<file path="config.mk">
export PLATFORM = sky130hd
export DESIGN_NAME = control_sequencer
export DESIGN_NICKNAME = d
export VERILOG_FILES = /design/src/rtl/control_sequencer.sv
export SDC_FILE = /design/constraint.sdc
export NUM_CORES = 1
export LEC_CHECK = 0
export CAP_MARGIN = 20
export CORE_AREA = 2 2 53 55
export DETAILED_ROUTE_END_ITERATION = 8
export DIE_AREA = 0 0 55 57
export GPL_TIMING_DRIVEN = 0
export PLACE_DENSITY = 0.92
export SYNTH_ARGS = -nofsm -noshare
export SYNTH_HDL_FRONTEND = slang
export SYNTH_SLANG_ARGS = --single-unit
</file>
<file path="constraint.sdc">
create_clock -name Clock -period 7.5 [get_ports Clock]
set_input_delay 1.875 -clock Clock [delete_from_list [all_inputs] [get_ports Clock]]
set_output_delay 1.875 -clock Clock [all_outputs]
set_load 0.03 [all_outputs]
</file>
<file path="src/rtl/control_sequencer.sv">
// control_sequencer: hardwired T-state control unit for the single-bus RISC datapath.
// Optional feature: define CU_MULDIV_EN to enable the 7-cycle mul/div sequences.
module control_sequencer #(
  parameter int OPW = 5
) (
  input  logic        Clock,
  input  logic        Reset,
  input  logic [31:0] IR,
  input  logic        CON_FF,
  input  logic        Stop,
  output logic        Run,
  output logic        PCout,
  output logic        Zhighout,
  output logic        Zlowout,
  output logic        MDRout,
  output logic        HIout,
  output logic        LOout,
  output logic        InPortout,
  output logic        Cout,
  output logic        BAout,
  output logic        Rout,
  output logic        PCin,
  output logic        MARin,
  output logic        MDRin,
  output logic        IRin,
  output logic        Yin,
  output logic        Zin,
  output logic        HIin,
  output logic        LOin,
  output logic        OutPortin,
  output logic        CONin,
  output logic        Rin,
  output logic        Gra,
  output logic        Grb,
  output logic        Grc,
  output logic        IncPC,
  output logic        Read,
  output logic        Write
);

  typedef enum logic [3:0] {
    S_RST  = 4'd0,
    S_T0   = 4'd1,
    S_T1   = 4'd2,
    S_T2   = 4'd3,
    S_T3   = 4'd4,
    S_T4   = 4'd5,
    S_T5   = 4'd6,
    S_T6   = 4'd7,
    S_T7   = 4'd8,
    S_HALT = 4'd9
  } state_t;

  localparam logic [OPW-1:0] OP_LD    = OPW'(5'b00000);
  localparam logic [OPW-1:0] OP_LDI   = OPW'(5'b00001);
  localparam logic [OPW-1:0] OP_ST    = OPW'(5'b00010);
  localparam logic [OPW-1:0] OP_ADD   = OPW'(5'b00011);
  localparam logic [OPW-1:0] OP_ROL   = OPW'(5'b01010);
  localparam logic [OPW-1:0] OP_ADDI  = OPW'(5'b01011);
  localparam logic [OPW-1:0] OP_ORI   = OPW'(5'b01101);
  localparam logic [OPW-1:0] OP_MUL   = OPW'(5'b01110);
  localparam logic [OPW-1:0] OP_DIV   = OPW'(5'b01111);
  localparam logic [OPW-1:0] OP_NEG   = OPW'(5'b10000);
  localparam logic [OPW-1:0] OP_NOT   = OPW'(5'b10001);
  localparam logic [OPW-1:0] OP_BR    = OPW'(5'b10010);
  localparam logic [OPW-1:0] OP_JR    = OPW'(5'b10011);
  localparam logic [OPW-1:0] OP_IN    = OPW'(5'b10101);
  localparam logic [OPW-1:0] OP_OUT   = OPW'(5'b10110);
  localparam logic [OPW-1:0] OP_MFHI  = OPW'(5'b10111);
  localparam logic [OPW-1:0] OP_MFLO  = OPW'(5'b11000);
  localparam logic [OPW-1:0] OP_HALT  = OPW'(5'b11010);

  state_t         r_state;
  state_t         w_next;
  state_t         w_last;
  logic [OPW-1:0] w_op;
  logic           w_unused_ir;

  logic w_ld, w_ldi, w_st, w_rt, w_imm, w_md, w_neg, w_br;
  logic w_jr, w_in, w_out, w_mfhi, w_mflo, w_halt;

  assign w_op        = IR[31 -: OPW];
  assign w_unused_ir = ^IR[31-OPW:0];

  // Instruction class decode
  assign w_ld   = (w_op == OP_LD);
  assign w_ldi  = (w_op == OP_LDI);
  assign w_st   = (w_op == OP_ST);
  assign w_rt   = (w_op >= OP_ADD) && (w_op <= OP_ROL);
  assign w_imm  = (w_op >= OP_ADDI) && (w_op <= OP_ORI);
`ifdef CU_MULDIV_EN
  assign w_md   = (w_op == OP_MUL) || (w_op == OP_DIV);
`else
  assign w_md   = 1'b0;
`endif
  assign w_neg  = (w_op == OP_NEG) || (w_op == OP_NOT);
  assign w_br   = (w_op == OP_BR);
  assign w_jr   = (w_op == OP_JR);
  assign w_in   = (w_op == OP_IN);
  assign w_out  = (w_op == OP_OUT);
  assign w_mfhi = (w_op == OP_MFHI);
  assign w_mflo = (w_op == OP_MFLO);
  assign w_halt = (w_op == OP_HALT);

  // Final T-state of the current instruction; unlisted opcodes end after fetch
  always_comb begin
    w_last = S_T2;
    if (w_ld || w_st)
      w_last = S_T7;
    else if (w_md || w_br)
      w_last = S_T6;
    else if (w_ldi || w_rt || w_imm)
      w_last = S_T5;
    else if (w_neg)
      w_last = S_T4;
    else if (w_jr || w_in || w_out || w_mfhi || w_mflo)
      w_last = S_T3;
  end

  always_ff @(posedge Clock or negedge Reset) begin
    if (!Reset)
      r_state <= S_RST;
    else
      r_state <= w_next;
  end

  always_comb begin
    w_next = r_state;
    case (r_state)
      S_RST:   w_next = S_T0;
      S_HALT:  w_next = S_HALT;
      default: begin
        if ((r_state == S_T2) && w_halt)
          w_next = S_HALT;
        else if (r_state == w_last)
          w_next = Stop ? S_HALT : S_T0;
        else
          w_next = state_t'(r_state + 4'd1);
      end
    endcase
  end

  assign Run = (r_state != S_RST) && (r_state != S_HALT);

  always_comb begin
    PCout     = 1'b0;
    Zhighout  = 1'b0;
    Zlowout   = 1'b0;
    MDRout    = 1'b0;
    HIout     = 1'b0;
    LOout     = 1'b0;
    InPortout = 1'b0;
    Cout      = 1'b0;
    BAout     = 1'b0;
    Rout      = 1'b0;
    PCin      = 1'b0;
    MARin     = 1'b0;
    MDRin     = 1'b0;
    IRin      = 1'b0;
    Yin       = 1'b0;
    Zin       = 1'b0;
    HIin      = 1'b0;
    LOin      = 1'b0;
    OutPortin = 1'b0;
    CONin     = 1'b0;
    Rin       = 1'b0;
    Gra       = 1'b0;
    Grb       = 1'b0;
    Grc       = 1'b0;
    IncPC     = 1'b0;
    Read      = 1'b0;
    Write     = 1'b0;
    case (r_state)
      S_T0: begin
        PCout = 1'b1;
        MARin = 1'b1;
        IncPC = 1'b1;
        PCin  = 1'b1;
      end
      S_T1: begin
        Read  = 1'b1;
        MDRin = 1'b1;
      end
      S_T2: begin
        MDRout = 1'b1;
        IRin   = 1'b1;
      end
      S_T3: begin
        if (w_ld || w_ldi || w_st) begin
          Grb = 1'b1; BAout = 1'b1; Yin = 1'b1;
        end else if (w_rt || w_imm) begin
          Grb = 1'b1; Rout = 1'b1; Yin = 1'b1;
        end else if (w_md) begin
          Gra = 1'b1; Rout = 1'b1; Yin = 1'b1;
        end else if (w_neg) begin
          Grb = 1'b1; Rout = 1'b1; Zin = 1'b1;
        end else if (w_br) begin
          Gra = 1'b1; Rout = 1'b1; CONin = 1'b1;
        end else if (w_jr) begin
          Gra = 1'b1; Rout = 1'b1; PCin = 1'b1;
        end else if (w_in) begin
          InPortout = 1'b1; Gra = 1'b1; Rin = 1'b1;
        end else if (w_out) begin
          Gra = 1'b1; Rout = 1'b1; OutPortin = 1'b1;
        end else if (w_mfhi) begin
          HIout = 1'b1; Gra = 1'b1; Rin = 1'b1;
        end else if (w_mflo) begin
          LOout = 1'b1; Gra = 1'b1; Rin = 1'b1;
        end
      end
      S_T4: begin
        if (w_ld || w_ldi || w_st || w_imm) begin
          Cout = 1'b1; Zin = 1'b1;
        end else if (w_rt) begin
          Grc = 1'b1; Rout = 1'b1; Zin = 1'b1;
        end else if (w_md) begin
          Grb = 1'b1; Rout = 1'b1; Zin = 1'b1;
        end else if (w_neg) begin
          Zlowout = 1'b1; Gra = 1'b1; Rin = 1'b1;
        end else if (w_br) begin
          PCout = 1'b1; Yin = 1'b1;
        end
      end
      S_T5: begin
        if (w_ld || w_st) begin
          Zlowout = 1'b1; MARin = 1'b1;
        end else if (w_ldi || w_rt || w_imm) begin
          Zlowout = 1'b1; Gra = 1'b1; Rin = 1'b1;
        end else if (w_md) begin
          Zlowout = 1'b1; LOin = 1'b1;
        end else if (w_br) begin
          Cout = 1'b1; Zin = 1'b1;
        end
      end
      S_T6: begin
        if (w_ld) begin
          Read = 1'b1; MDRin = 1'b1;
        end else if (w_st) begin
          Gra = 1'b1; Rout = 1'b1; MDRin = 1'b1;
        end else if (w_md) begin
          Zhighout = 1'b1; HIin = 1'b1;
        end else if (w_br && CON_FF) begin
          Zlowout = 1'b1; PCin = 1'b1;
        end
      end
      S_T7: begin
        if (w_ld) begin
          MDRout = 1'b1; Gra = 1'b1; Rin = 1'b1;
        end else if (w_st) begin
          Write = 1'b1;
        end
      end
      default: ;
    endcase
  end

endmodule

</file>
Yosys cells after proc, flatten, opt, wreduce, memory -nomap -nowiden
Index checks and enable logic that the tools add are counted.
{ "word_totals": {"register_bits": 4, "latchBits": 0, "ramBits": 0, "rom_bits": 0, "out_inout_bits": 28, "elab_cells": 169, "mem_count": 0} }
{ "op_classes": {"add_sub_neg": 1, "n_mul": 0, "div_mod_pow": 0, "order_cmp": 4, "eq_ne": 22, "shift": 0, "n_mux": 121, "n_bitwise": 0, "n_reduce_logical": 20} }
{ "ops": {"columns": ["cell", "n"], "rows": [
  ["two-way mux 1 bit", 99],
  ["== test 5 bit, second input constant", 9],
  ["two-way mux 4 bit", 7],
  ["== test 4 x 3 -> 1 bit, second input constant", 4],
  ["case mux 1 bit (2 select lines)", 7],
  ["logical OR 1 bit", 12],
  ["case mux 1 bit (3 select lines)", 4],
  ["less-or-equal comparator 5 x 4 -> 1 bit, second input constant", 2],
  ["== test 4 x 2 -> 1 bit, second input constant", 2],
  ["== test 4 bit, second input constant", 2],
  ["case mux 4 bit (2 select lines)", 1],
  ["== test 5 x 1 -> 1 bit, second input constant", 1],
  ["== test 5 x 2 -> 1 bit, second input constant", 1],
  ["greater-or-equal comparator 5 x 2 -> 1 bit, second input constant", 1],
  ["greater-or-equal comparator 5 x 4 -> 1 bit, second input constant", 1],
  ["logical AND 1 bit", 5],
  ["logical NOT 5 bit", 1],
  ["case mux 1 bit (5 select lines)", 1],
  ["adder 4 x 1 -> 4 bit, second input constant", 1],
  ["== test 4 x 1 -> 1 bit, second input constant", 1],
  ["== test 4 bit", 1],
  ["logical NOT 4 bit", 1],
  ["inequality test 4 bit, second input constant", 1],
  ["case mux 1 bit (4 select lines)", 1],
  ["2 further kinds", 2]
]} }

Depth between registers and ports, before layout
Gate-level depths: netlist of the first run.
{ "logic_depth": {"ltp_word": 14, "mapped_depth": 7} }

Worst setup path after synthesis of the first run
Ideal clock, no wire load.
{ "synth_timing": {"kind": "input to output", "startpoint": "input IR[30]", "endpoint": "output MDRout", "arrival_time_ns": 3.383, "t_required_ns": 5.625, "slack_ns": 2.242, "stages": 5, "n_path_buf": 2, "cell_sequence": "buf_6 > clkbuf_1 > nor3_1 > nand3_1 > o31ai_1"} }
{ "synth_via": {"elab_chain_len": 3} }
{ "synth_lines": {"columns": ["item", "line_no", "source"], "rows": [
  ["from (decl)", "8", "input logic [31:0] IR,"],
  ["logical NOT 5 bit", "86", "assign w_ld = (w_op == OP_LD);"],
  ["two-way mux 1 bit", "247", "if (w_ld) begin"],
  ["case mux 1 bit (2 select lines)", "173", "case (r_state)"],
  ["to (decl)", "15", "output logic MDRout,"]
]} }
Every way passes these cells.

Final worst setup path of the first run
{ "layout_timing": {"startpoint": "input IR[29]", "endpoint": "output Gra"} }
{ "layout_via": {"elab_chain_len": 11, "elab_cells_between_ends": 43} }
{ "layout_lines": {"columns": ["item", "line_no", "source"], "rows": [
  ["== test 5 bit", "102", "assign w_mflo = (w_op == OP_MFLO);"],
  ["two-way mux 1 bit", "207", "end else if (w_mflo) begin"],
  ["two-way mux 1 bit", "205", "end else if (w_mfhi) begin"],
  ["two-way mux 1 bit", "203", "end else if (w_out) begin"],
  ["two-way mux 1 bit", "201", "end else if (w_in) begin"],
  ["two-way mux 1 bit", "199", "end else if (w_jr) begin"],
  ["two-way mux 1 bit", "197", "end else if (w_br) begin"],
  ["two-way mux 1 bit", "195", "end else if (w_neg) begin"],
  ["two-way mux 1 bit", "191", "end else if (w_rt || w_imm) begin"],
  ["two-way mux 1 bit", "189", "if (w_ld || w_ldi || w_st) begin"],
  ["case mux 1 bit (5 select lines) *", "173", null],
  ["to (decl)", "33", "output logic Gra,"]
]} }
Mark *: on every way between the ends. The rest lies on a longest branch, timed or not.

==> Flow_metrics.wiki, run 1 <==
{| class="wikitable"
! Metric !! Value
|-
| Ant. Diodes || 0
|-
| Number of gates resized after CTS || 0
|-
| Wire length of the first global-routing pass || 4.077 mm
|-
| Post-Syn Area per Cell || 6.627 um2
|-
| Worst-case clock buffer depth || 2
|-
| Die W || 55 um
|-
| Core Box Area || 2615 um2
|-
| Flip-flop and latch count after synthesis || 4
|-
| CTS sink cnt || 4
|-
| Post-synthesis cell type with the largest combined area || dfrtp_1
|-
| Tightest slew margin relative to the limit || 56.64%
|-
| WP data arrival || 4.39 ns
|-
| Proportion of synthesized flip-flops having asynchronous set or reset || 100.0%
|-
| Synthesis Warnings || 0
|-
| Pin count of the biggest net entering global routing || 11
|-
| Worst-path maximum fanout || 10
|-
| Number of pins exceeding their max-slew limit in the final report || 0
|-
| Met1 Routed Length || 1.160 mm
|-
| Area added between synthesis and finish || 37.37%
|-
| Power per cell area || 255.3 nW/um2
|-
| Reg with most FFs || r_state
|-
| Layout cells sized above 1 || 10.06%
|-
| Outcome || finished clean
|-
| Capture endpoint of the worst hold path || r_state[0]$_DFF_PN0_
|-
| Adder-cell share of the synthesized area || 6.380%
|-
| Hold Path Depth || 1
|-
| Antenna Nets Post-Route || 0
|-
| Clock Latency Late Sink || 0.24 ns
|-
| Worst hold path type || flop to flop
|-
| FF-to-FF setup slack || 5.38 ns
|-
| Most frequent cells in the layout || clkdlybuf4s50_1, nand2_1, nor2_1
|-
| Cell mode on critical path || clkdlybuf4s50_1
|-
| Share of the synthesized area in the top cell type || 10.42%
|-
| Number of buffers and inverters on the critical path || 4
|-
| Critical R2R Launch || r_state[0]$_DFF_PN0_
|-
| Total DRC errors in the routed layout || 0
|-
| Maximum capacitance violations || 0
|-
| Top flop regs || r_state: 4 flops
|-
| # rows || 19
|-
| Achievable frequency || 0.1596 GHz
|-
| Congestion Overflow GR || 0
|-
| R2R depth || 6
|-
| Kind of end point of the critical path || output pin
|-
| Post-synth design cell area || 960.9 um2
|-
| Highest Signal Layer || met4
|-
| Maximum cell stage delay along the critical path || 0.71 ns
|-
| Post-synthesis cell count || 145
|-
| Routed length per placed instance || 12.14 um
|-
| Clock tree from TritonCTS || built
|-
| Worst slack on hold paths || 0.5840 ns
|-
| DIE HEIGHT || 57 um
|-
| Initial antenna violation count || 0
|-
| Initial drt markers || 18
|-
| GRT Util Overall || 16.73%
|-
| Clk_skew || 0.002476 ns
|-
| Post-CTS setup buffer count || 0
|-
| Final critical delay including setup and external delays || 6.267 ns
|-
| Max VDD drop || 0.0001713 V
|-
| Buffers added on ports || 29
|-
| Total number of vias || 1124
|-
| Routed wire length || 2.550 mm
|-
| Multiplexer area fraction after synthesis || 3.125%
|-
| CTS Hold Bufs || 0
|-
| H-tree lvl count || 1
|-
| Total clock buffers created by CTS || 3
|-
| Final TNS setup || 0 ns
|-
| Post-synthesis share of cell area spent on and, or, nand and nor gates || 41.93%
|-
| Number of global-route vias before repair || 991
|-
| P_leak || 0.5599 nW
|-
| Dominant register cell in the synthesized netlist || dfrtp_1
|-
| Fin crit share || 83.56%
|-
| Unique masters post-synth || 47
|-
| Detailed-route vias per instance || 5.352
|-
| CTS clk-pin slew, worst paths || 0.04 ns
|-
| Placed wire-length estimate after detailed placement || 2.054 mm
|-
| Power after layout || 0.3370 mW
|-
| Number of enable-type register cells in the synthesized netlist || 0
|-
| Class of the most critical setup path || primary input to output pin
|-
| Critical path cell sequence || clkdlybuf4s50_1 -> buf_6 -> clkbuf_1 -> nor3_1 -> nand3_1 -> o32ai_1 -> nor2_1 -> o211ai_1 -> clkdlybuf4s50_1
|-
| RD Place Congestion || 0.8693
|-
| Launch point of the worst hold path || r_state[0]$_DFF_PN0_
|-
| Final Hold Violating Endpoints || 0
|-
| Post-synthesis compound-gate area fraction || 21.22%
|-
| Post-placement worst setup slack || 1.257 ns
|-
| Clock Tree Root || clkbuf_4
|-
| Kind of launch point of the worst setup path || primary input
|-
| Worst path slowest cell || clkdlybuf4s50_1
|-
| Most common cell after layout, fill and taps aside || clkdlybuf4s50_1
|-
| Post-synthesis sequential area ratio || 10.42%
|-
| DIE AREA || 3135 um2
|-
| Routed wire length on met2 || 1.183 mm
|-
| Endpoint of the worst register-to-register path || r_state[1]$_DFF_PN0_
|-
| Data required time of the worst path || 5.62 ns
|-
| Worst-Margin Slew || 0.6414 ns
|-
| XOR/XNOR Fraction of Synth Area || 4.557%
|-
| Final number of setup-violating endpoints || 0
|-
| Flip-flop count of the largest register, all copies and words added || 4
|-
| CP top delay family || buffers and inverters
|-
| Final layout net count || 221
|-
| 1st-pass router iterations || 4
|-
| Setup WS post-layout || 1.233 ns
|-
| Combinational family with the most area after synthesis || simple AND/OR/NAND/NOR gates
|-
| Dominant cells by area after synthesis || dfrtp_1, nand2_1, ha_1
|-
| Boundary Pins || 64
|-
| Initial standard-cell utilization of the core || 36.75%
|-
| RSZ-0062 raised after global routing || no
|-
| Met3 wire len || 150 um
|}
[cell type report]
type | instances | area [um2]
flip-flops and latches | 4 | 100.1
plain buffers | 16 | 92.59
inverters | 6 | 22.52
clock buffers | 3 | 22.52
fillers | 257 | 1295
well taps | 31 | 38.79
repair buffers | 29 | 290.3
multi-input cells | 121 | 753.2
[per-stage QoR]
stage | utilization (%) | instances | instance area [um2]
2_1_floorplan | - | 147 | 968.4
3_3_place_gp | 49.62 | 207 | 1297
3_5_place_dp | 49.62 | 207 | 1297
4_1_cts | 50.48 | 210 | 1320
5_1_grt | 50.48 | 210 | 1320
6_report | 50.48 | 210 | 1320
[power by group]
group          internal (mW)  switching [mW]
registers             0.0332          0.0121
logic                  0.109           0.156
clock network         0.0179         0.00882
[Yosys cell counts (4+ instances only)]
| master | count |
|---|---|
| a21oi_1 | 6 |
| and2_1 | 5 |
| buf_2 | 5 |
| clkbuf_1 | 5 |
| dfrtp_1 | 4 |
| ha_1 | 4 |
| inv_1 | 6 |
| nand2_1 | 17 |
| nand2b_1 | 5 |
| nand3_1 | 7 |
| nor2_1 | 13 |
| nor2b_1 | 5 |
| nor3_1 | 6 |
| o21ai_0 | 6 |
[worst max path at each step]
stage           start      to  slack [ns]  depth (start not counted)
2_1_floorplan  IR[30]  MDRout        2.24                          5
3_3_place_gp   IR[29]     Gra        1.30                          9
3_5_place_dp   IR[29]     Gra        1.26                          9
4_1_cts        IR[29]     Gra        1.26                          9
5_1_grt        IR[29]     Gra        1.10                          9
6_report       IR[29]     Gra        1.23                          9
[worst register-to-register path: stages (launching register included)]
cell	delay (ns)
dfrtp_1	0.46
ha_1	0.32
or3b_2	0.52
nor3_1	0.26
o21bai_1	0.15
a31oi_1	0.08
and2_1	0.21
[per-layer routing]
layer / track usage (%) / vias to the layer above
met1: 22.48 / 499
met2: 26.87 / 42
met5: 0 / -
li1: - / 577
met3: 3.403 / 6
met4: 4.530 / 0
[cell families (layout without fill, tap and decap cells)]
logic type | count (synthesis) | after routing
xor gates and xnor gates | 5 | 5
muxes | 3 | 3
DFF | 4 | 4
buffers and inverters | 22 | 54
AOI/OAI and AO/OA | 30 | 30
other | 1 | 3
adders and majority gates | 5 | 5
and+or+nand+nor | 75 | 75
Power figures use the tool's default switching activity.
==> run 2, diff against run 1 <==
CORE_AREA = 2 2 55 57   (was 2 2 53 55)
DIE_AREA = 0 0 57 59   (was 0 0 55 57)
PLACE_DENSITY = 0.87   (was 0.92)
clock period = 6.4 ns   (was 7.5 ns; I/O delays follow)
==> run 2 against run 1 <==
  * Largest power group unchanged
  * Critical path depth stayed put
  * Register-to-register slack worse by 1.1 ns
  * Final area stayed put
  * Core utilization is 1.8 points lower
  * Critical endpoint unchanged
  * Power is 16% higher
  * Worst hold slack worse by 0.016 ns
  * Via count is 0.53% higher
  * Global-route usage is 1.5 points lower
  * Sequential cell count stayed put
  * Die area is 7.3% higher
==> Flow_metrics.wiki, run 2 (synthesis results as in run 1) <==
{| class="wikitable"
! Metric !! Value
|-
| Sequential cell area || 100.1 um2 (unchanged)
|-
| Clock tree from TritonCTS || built
|-
| Placed wire-length estimate after detailed placement || 2.051 mm (-0.14%)
|-
| Final number of setup-violating endpoints || 0 (unchanged)
|-
| Routed wire length || 2.548 mm (about the same)
|-
| Post-CTS setup buffer count || 0 (unchanged)
|-
| Antenna Nets Post-Route || 0 (unchanged)
|-
| Detailed-route vias per instance || 5.381 (+0.53%)
|-
| GRT Util Overall || 15.24% (-1.5 points)
|-
| Number of gates resized after CTS || 0 (unchanged)
|-
| Core Box Area || 2710 um2 (+3.6%)
|-
| Final critical delay including setup and external delays || 5.709 ns
|-
| Worst-Margin Slew || 0.6872 ns (+0.04578 ns)
|-
| Fin crit share || 89.20%
|-
| Worst-case clock buffer depth || 2 (unchanged)
|-
| Reg with most FFs || r_state
|-
| Clock Latency Late Sink || 0.23 ns (about the same)
|-
| Total number of vias || 1130 (+0.53%)
|-
| R2R depth || 6 (unchanged)
|-
| WP data arrival || 4.11 ns (-0.28 ns)
|-
| Achievable frequency || 0.1752 GHz
|-
| # rows || 19 (unchanged)
|-
| Total DRC errors in the routed layout || 0 (unchanged)
|-
| Power per cell area || 296.7 nW/um2 (+16%)
|-
| Area taken by multi-input logic gates || 753.2 um2 (unchanged)
|-
| Die W || 57 um (+3.6%)
|-
| Routed length per placed instance || 12.13 um (about the same)
|-
| Initial drt markers || 32 (+14)
|-
| Outcome || finished clean
|-
| Flip-flop count of the largest register, all copies and words added || 4 (unchanged)
|-
| Tightest slew margin relative to the limit || 53.54% (-3.1 points)
|-
| Kind of launch point of the worst setup path || primary input
|-
| RSZ-0062 raised after global routing || no
|-
| Final TNS setup || 0 ns (unchanged)
|-
| Clock Tree Root || clkbuf_4
|-
| Congestion Overflow GR || 0 (unchanged)
|-
| Fraction of power consumed by sequential logic || 13.5% (about the same)
|-
| Pint || 0.1882 mW (+17%)
|-
| RD Place Congestion || 0.9468 (+8.9%)
|-
| DIE AREA || 3363 um2 (+7.3%)
|-
| Relative contribution of the clock network to total power || 7.7% (-0.2 points)
|-
| Total clock buffers created by CTS || 3 (unchanged)
|-
| Buffers added on ports || 29 (unchanged)
|-
| DIE HEIGHT || 59 um (+3.5%)
|-
| Number of global-route vias before repair || 965 (-2.6%)
|-
| Final layout net count || 221 (unchanged)
|-
| Most common cell after layout, fill and taps aside || clkdlybuf4s50_1
|-
| Switching power || 0.2034 mW (+15%)
|-
| Layout cells sized above 1 || 10.06% (unchanged)
|-
| Clk_skew || 0.006052 ns (+0.003577 ns)
|-
| Logic gate share of total power || 78.9% (+0.3 points)
|-
| Number of pins exceeding their max-slew limit in the final report || 0 (unchanged)
|-
| Utilization of the core after routing || 48.71% (-1.8 points)
|-
| Initial standard-cell utilization of the core || 35.46% (-1.3 points)
|-
| Net switching fraction of the power || 51.93% (-0.46 points)
|-
| CTS sink cnt || 4 (unchanged)
|-
| Ant. Diodes || 0 (unchanged)
|-
| CTS clk-pin slew, worst paths || 0.03 ns (about the same)
|-
| CTS Hold Bufs || 0 (unchanged)
|-
| Critical path destination || Gra
|-
| Layout filler cell count || 300 (+17%)
|-
| Kind of end point of the critical path || output pin
|-
| Wire length of the first global-routing pass || 4.188 mm (+2.7%)
|-
| FF-to-FF setup slack || 4.30 ns (-1.08 ns)
|-
| Boundary Pins || 64 (unchanged)
|-
| Class of the most critical setup path || primary input to output pin
|-
| Maximum capacitance violations || 0 (unchanged)
|-
| Max VDD drop || 0.0002346 V (+37%)
|-
| Critical Path Start || IR[29]
|-
| Top flop regs || r_state: 4 flops
|-
| Initial antenna violation count || 0 (unchanged)
|-
| Most frequent cells in the layout || clkdlybuf4s50_1, nand2_1, nor2_1
|-
| P_leak || 0.5599 nW (unchanged)
|-
| H-tree lvl count || 1 (unchanged)
|-
| Data required time of the worst path || 4.80 ns (-0.82 ns)
|-
| Pin count of the biggest net entering global routing || 11 (unchanged)
|-
| Final Hold Violating Endpoints || 0 (unchanged)
|-
| Critical R2R Launch || r_state[1]$_DFF_PN0_
|-
| Endpoint of the worst register-to-register path || r_state[1]$_DFF_PN0_
|-
| Area added between synthesis and finish || 37.37% (unchanged)
|-
| 1st-pass router iterations || 4 (unchanged)
|-
| Worst-path maximum fanout || 10 (unchanged)
|-
| Worst hold path type || flop to flop
|}
-- run 2: worst max-delay path, cell delays in order --
cell,delay (ns)
clkdlybuf4s50_1,0.43
buf_6,0.15
clkbuf_1,0.22
nor3_1,0.37
nand3_1,0.20
o32ai_1,0.25
nor2_1,0.09
o211ai_1,0.10
clkdlybuf4s50_1,0.70
-- run 2: how the worst min path moves through the flow --
stage	start	to	slack, ns	cells past startpoint
after detailed placement	r_state[0]$_DFF_PN0_	r_state[0]$_DFF_PN0_	0.56	1
final	r_state[0]$_DFF_PN0_	r_state[0]$_DFF_PN0_	0.57	1
after CTS	r_state[0]$_DFF_PN0_	r_state[0]$_DFF_PN0_	0.57	1
after global placement	r_state[0]$_DFF_PN0_	r_state[0]$_DFF_PN0_	0.56	1
after floorplan	r_state[0]$_DFF_PN0_	r_state[0]$_DFF_PN0_	0.51	1
after global routing	r_state[0]$_DFF_PN0_	r_state[0]$_DFF_PN0_	0.60	1
-- run 2: metrics by stage --
stage | worst slack [ns] | hold WS (ns) | total power, mW | std cells | area, um2
floorplan | 1.692 | 0.5116 | 0.2687 | 147 | 968.4
global placement | 0.7042 | 0.5571 | 0.3578 | 207 | 1297
detailed placement | 0.6986 | 0.5590 | 0.3621 | 207 | 1297
CTS | 0.6989 | 0.5681 | 0.3949 | 210 | 1320
global route | 0.4483 | 0.6003 | 0.4281 | 210 | 1320
finish | 0.6914 | 0.5676 | 0.3916 | 210 | 1320
-- run 2: power by group through the flow --
stage | clock [mW] | combinational (mW) | sequential [mW]
2_1_floorplan | 0 | 0.220 | 0.0488
3_3_place_gp | 0 | 0.305 | 0.0527
3_5_place_dp | 0 | 0.309 | 0.0529
4_1_cts | 0.0319 | 0.310 | 0.0526
5_1_grt | 0.0369 | 0.336 | 0.0548
6_report | 0.0301 | 0.309 | 0.0527
-- run 2: routing by layer --
layer	global-route usage [%]	wire (um)	part of all wire, %
met5	0	0	0
met4	3.322	0	0
met2	24.47	1159	45
met1	21.66	1207	47
met3	2.402	181	7.1
-- run 2: final cells by class --
cell class	count	share of cell area, %
Buffer	16	7.014
Clock buffer	3	1.706
Inverter	6	1.706
Multi-Input combinational cell	121	57.06
Sequential cell	4	7.583
Tap cell	31	2.938
Timing Repair Buffer	29	21.99
==> run 3, diff against run 2 <==
CORE_AREA = 2 2 77 42   (was 2 2 55 57)
DIE_AREA = 0 0 79 44   (was 0 0 57 59)
PLACE_DENSITY = 0.86   (was 0.87)
SETUP_SLACK_MARGIN = 0.3   (was not set)
==> run 3 against run 2 <==
  * Non-clock buffer count stayed put
  * Clock skew shrank 0.0026 ns
  * Clock power up 80%
  * Cell count rose by 4.3%
  * Worst hold slack gained 0.0050 ns
  * Die area increased by 3.4%
  * Critical endpoint is now Rout
  * Highest routed layer is now met4
==> Flow_metrics.wiki, run 3 (synthesis results as in run 1) <==
{| class="wikitable"
! Metric !! Value
|-
| Clock Tree Root || clkbuf_8
|-
| Path length in cells of the critical path || 8 (-1)
|-
| Buffers added on ports || 29 (unchanged)
|-
| Power per cell area || 314.3 nW/um2 (+5.9%)
|-
| Data required time of the worst path || 4.80 ns (about the same)
|-
| Launch point of the worst hold path || r_state[0]$_DFF_PN0_
|-
| Number of gates resized after CTS || 0 (unchanged)
|-
| Detailed-route vias per instance || 5.224 (-2.9%)
|-
| Maximum cell stage delay along the critical path || 0.66 ns (-0.04 ns)
|-
| Pint || 0.2078 mW (+10%)
|-
| Worst-path maximum fanout || 10 (unchanged)
|-
| Achievable frequency || 0.1764 GHz (+0.68%)
|-
| Switching power || 0.2165 mW (+6.5%)
|-
| Worst-Margin Slew || 0.7576 ns (+0.07039 ns)
|-
| GRT Util Overall || 16.40% (+1.2 points)
|-
| Number of buffers and inverters on the critical path || 4 (unchanged)
|-
| RD Place Congestion || 0.9711 (+2.6%)
|-
| Critical path destination || Rout
|-
| Core Box Area || 2838 um2 (+4.7%)
|-
| Post-CTS setup buffer count || 0 (unchanged)
|-
| Critical Path Start || IR[29]
|-
| Final TNS setup || 0 ns (unchanged)
|-
| Top flop regs || r_state: 4 flops
|-
| Endpoint of the worst register-to-register path || r_state[1]$_DFF_PN0_
|-
| Maximum capacitance violations || 0 (unchanged)
|-
| Reg with most FFs || r_state
|-
| Outcome || finished clean
|-
| Final Hold Violating Endpoints || 0 (unchanged)
|-
| Max VDD drop || 0.0001771 V (-25%)
|-
| P_leak || 0.5677 nW (+1.4%)
|-
| Worst path slowest cell || clkdlybuf4s50_1
|-
| R2R depth || 6 (unchanged)
|-
| Cell mode on critical path || clkdlybuf4s50_1
|-
| Final layout net count || 221 (unchanged)
|-
| CTS sink cnt || 4 (unchanged)
|-
| Kind of launch point of the worst setup path || primary input
|-
| Final critical delay including setup and external delays || 5.670 ns (-0.03879 ns)
|-
| Most frequent cells in the layout || clkdlybuf4s50_1, nand2_1, nor2_1
|-
| Post-placement worst setup slack || 0.7518 ns (+0.05312 ns)
|-
| Initial drt markers || 78 (+140%)
|-
| Worst slack on hold paths || 0.5726 ns (+0.004961 ns)
|-
| DIE AREA || 3476 um2 (+3.4%)
|-
| Flip-flop count of the largest register, all copies and words added || 4 (unchanged)
|-
| Worst hold path type || flop to flop
|-
| Antenna Nets Post-Route || 0 (unchanged)
|-
| FF-to-FF setup slack || 4.29 ns (about the same)
|-
| Clk_skew || 0.003483 ns (-0.002569 ns)
|-
| DIE HEIGHT || 44 um (-25%)
|-
| Initial antenna violation count || 0 (unchanged)
|-
| Total clock buffers created by CTS || 3 (unchanged)
|-
| CP top delay family || buffers and inverters
|-
| Congestion Overflow GR || 0 (unchanged)
|-
| Total DRC errors in the routed layout || 0 (unchanged)
|-
| Critical path cell sequence || clkdlybuf4s50_1 -> buf_6 -> clkbuf_1 -> o21ai_0 -> or4b_1 -> a21boi_0 -> nand2_1 -> clkdlybuf4s50_1
|-
| Ant. Diodes || 0 (unchanged)
|-
| Number of global-route vias before repair || 907 (-6.0%)
|-
| Kind of end point of the critical path || output pin
|-
| RSZ-0062 raised after global routing || no
|-
| Logic gate share of total power || 74.7% (-4.2 points)
|-
| Critical R2R Launch || r_state[0]$_DFF_PN0_
|-
| Most common cell after layout, fill and taps aside || clkdlybuf4s50_1
|-
| CTS Hold Bufs || 0 (unchanged)
|-
| Initial standard-cell utilization of the core || 33.86% (-1.6 points)
|-
| Net switching fraction of the power || 51.03% (-0.90 points)
|-
| Routed wire length || 2.806 mm (+10%)
|-
| Tightest slew margin relative to the limit || 48.78% (-4.8 points)
|-
| Area added between synthesis and finish || 40.49%
|-
| Clock tree from TritonCTS || built
|-
| Fraction of power consumed by sequential logic || 12.5% (-1.0 points)
|-
| # rows || 14 (-5)
|-
| Pin count of the biggest net entering global routing || 11 (unchanged)
|-
| Wire length of the first global-routing pass || 4.381 mm (+4.6%)
|-
| 1st-pass router iterations || 4 (unchanged)
|-
| Layout cells sized above 1 || 10.06% (unchanged)
|-
| Relative contribution of the clock network to total power || 12.8% (+5.1 points)
|-
| Setup WS post-layout || 0.7302 ns (+0.03879 ns)
|-
| Placed wire-length estimate after detailed placement || 2.262 mm (+10%)
|-
| Final number of setup-violating endpoints || 0 (unchanged)
|-
| Boundary Pins || 64 (unchanged)
|-
| WP data arrival || 4.07 ns (-0.04 ns)
|-
| Class of the most critical setup path || primary input to output pin
|-
| Fin crit share || 88.59% (-0.61 points)
|-
| Total number of vias || 1144 (+1.2%)
|-
| Worst-case clock buffer depth || 2 (unchanged)
|-
| H-tree lvl count || 1 (unchanged)
|-
| Number of pins exceeding their max-slew limit in the final report || 0 (unchanged)
|-
| CTS clk-pin slew, worst paths || 0.03 ns (about the same)
|-
| Clock Latency Late Sink || 0.22 ns (about the same)
|-
| Routed length per placed instance || 12.81 um (+5.6%)
|-
| Die W || 79 um (+39%)
|}
## run 3: changes by cell type in the layout (fill, tap and decap cells not counted)
cell	delta
clkbuf_8	+3
clkbuf_4	-3
## run 3: per-layer routing
layer	global-route usage [%]	wire length [um]	share of wire, %	vias to the layer above
met4	3.103	12	0.43	0
met3	5.000	217	7.7	2
met1	25.31	1492	53	519
met5	0	0	0	-
li1	-	-	-	574
met2	22.03	1084	39	49
## run 3: layout make-up
class	count	area, um2
inverters	6	22.52
flip-flops and latches	4	100.1
fillers	298	1488
repair buffers	29	290.3
well taps	40	50.05
clock buffers	3	41.29
plain buffers	16	92.59
multi-input cells	121	753.2
## run 3: worst min-delay path by stage
stage / endpoint / slack, ns / cells after the start
after detailed placement: r_state[0]$_DFF_PN0_ / 0.56 / 1
after global routing: r_state[0]$_DFF_PN0_ / 0.60 / 1
final: r_state[0]$_DFF_PN0_ / 0.57 / 1
after floorplan: r_state[0]$_DFF_PN0_ / 0.51 / 1
after global placement: r_state[0]$_DFF_PN0_ / 0.56 / 1
after CTS: r_state[0]$_DFF_PN0_ / 0.57 / 1
## run 3: power by group through the flow
stage          registers (mW)  logic [mW]  clock network [mW]
6_report               0.0531       0.317              0.0542
5_1_grt                0.0562       0.342              0.0579
4_1_cts                0.0529       0.317              0.0549
3_5_place_dp           0.0533       0.314                   0
3_3_place_gp           0.0527       0.308                   0
2_1_floorplan          0.0488       0.220                   0
## run 3: metrics by stage
step                area, um2  power [mW]  std cells  utilization, %
finish                   1350      0.4243        219           47.58
global route             1350      0.4561        219           47.58
CTS                      1350      0.4249        219           47.58
detailed placement       1309      0.3671        216           46.12
global placement         1309      0.3609        216           46.12
floorplan               968.4      0.2687        147               -
## run 3: worst register-to-register path: stages (launching register included)
cell	delay, ns
dfrtp_1	0.46
ha_1	0.30
or3b_2	0.52
nor3_1	0.25
o21bai_1	0.15
a31oi_1	0.09
and2_1	0.22
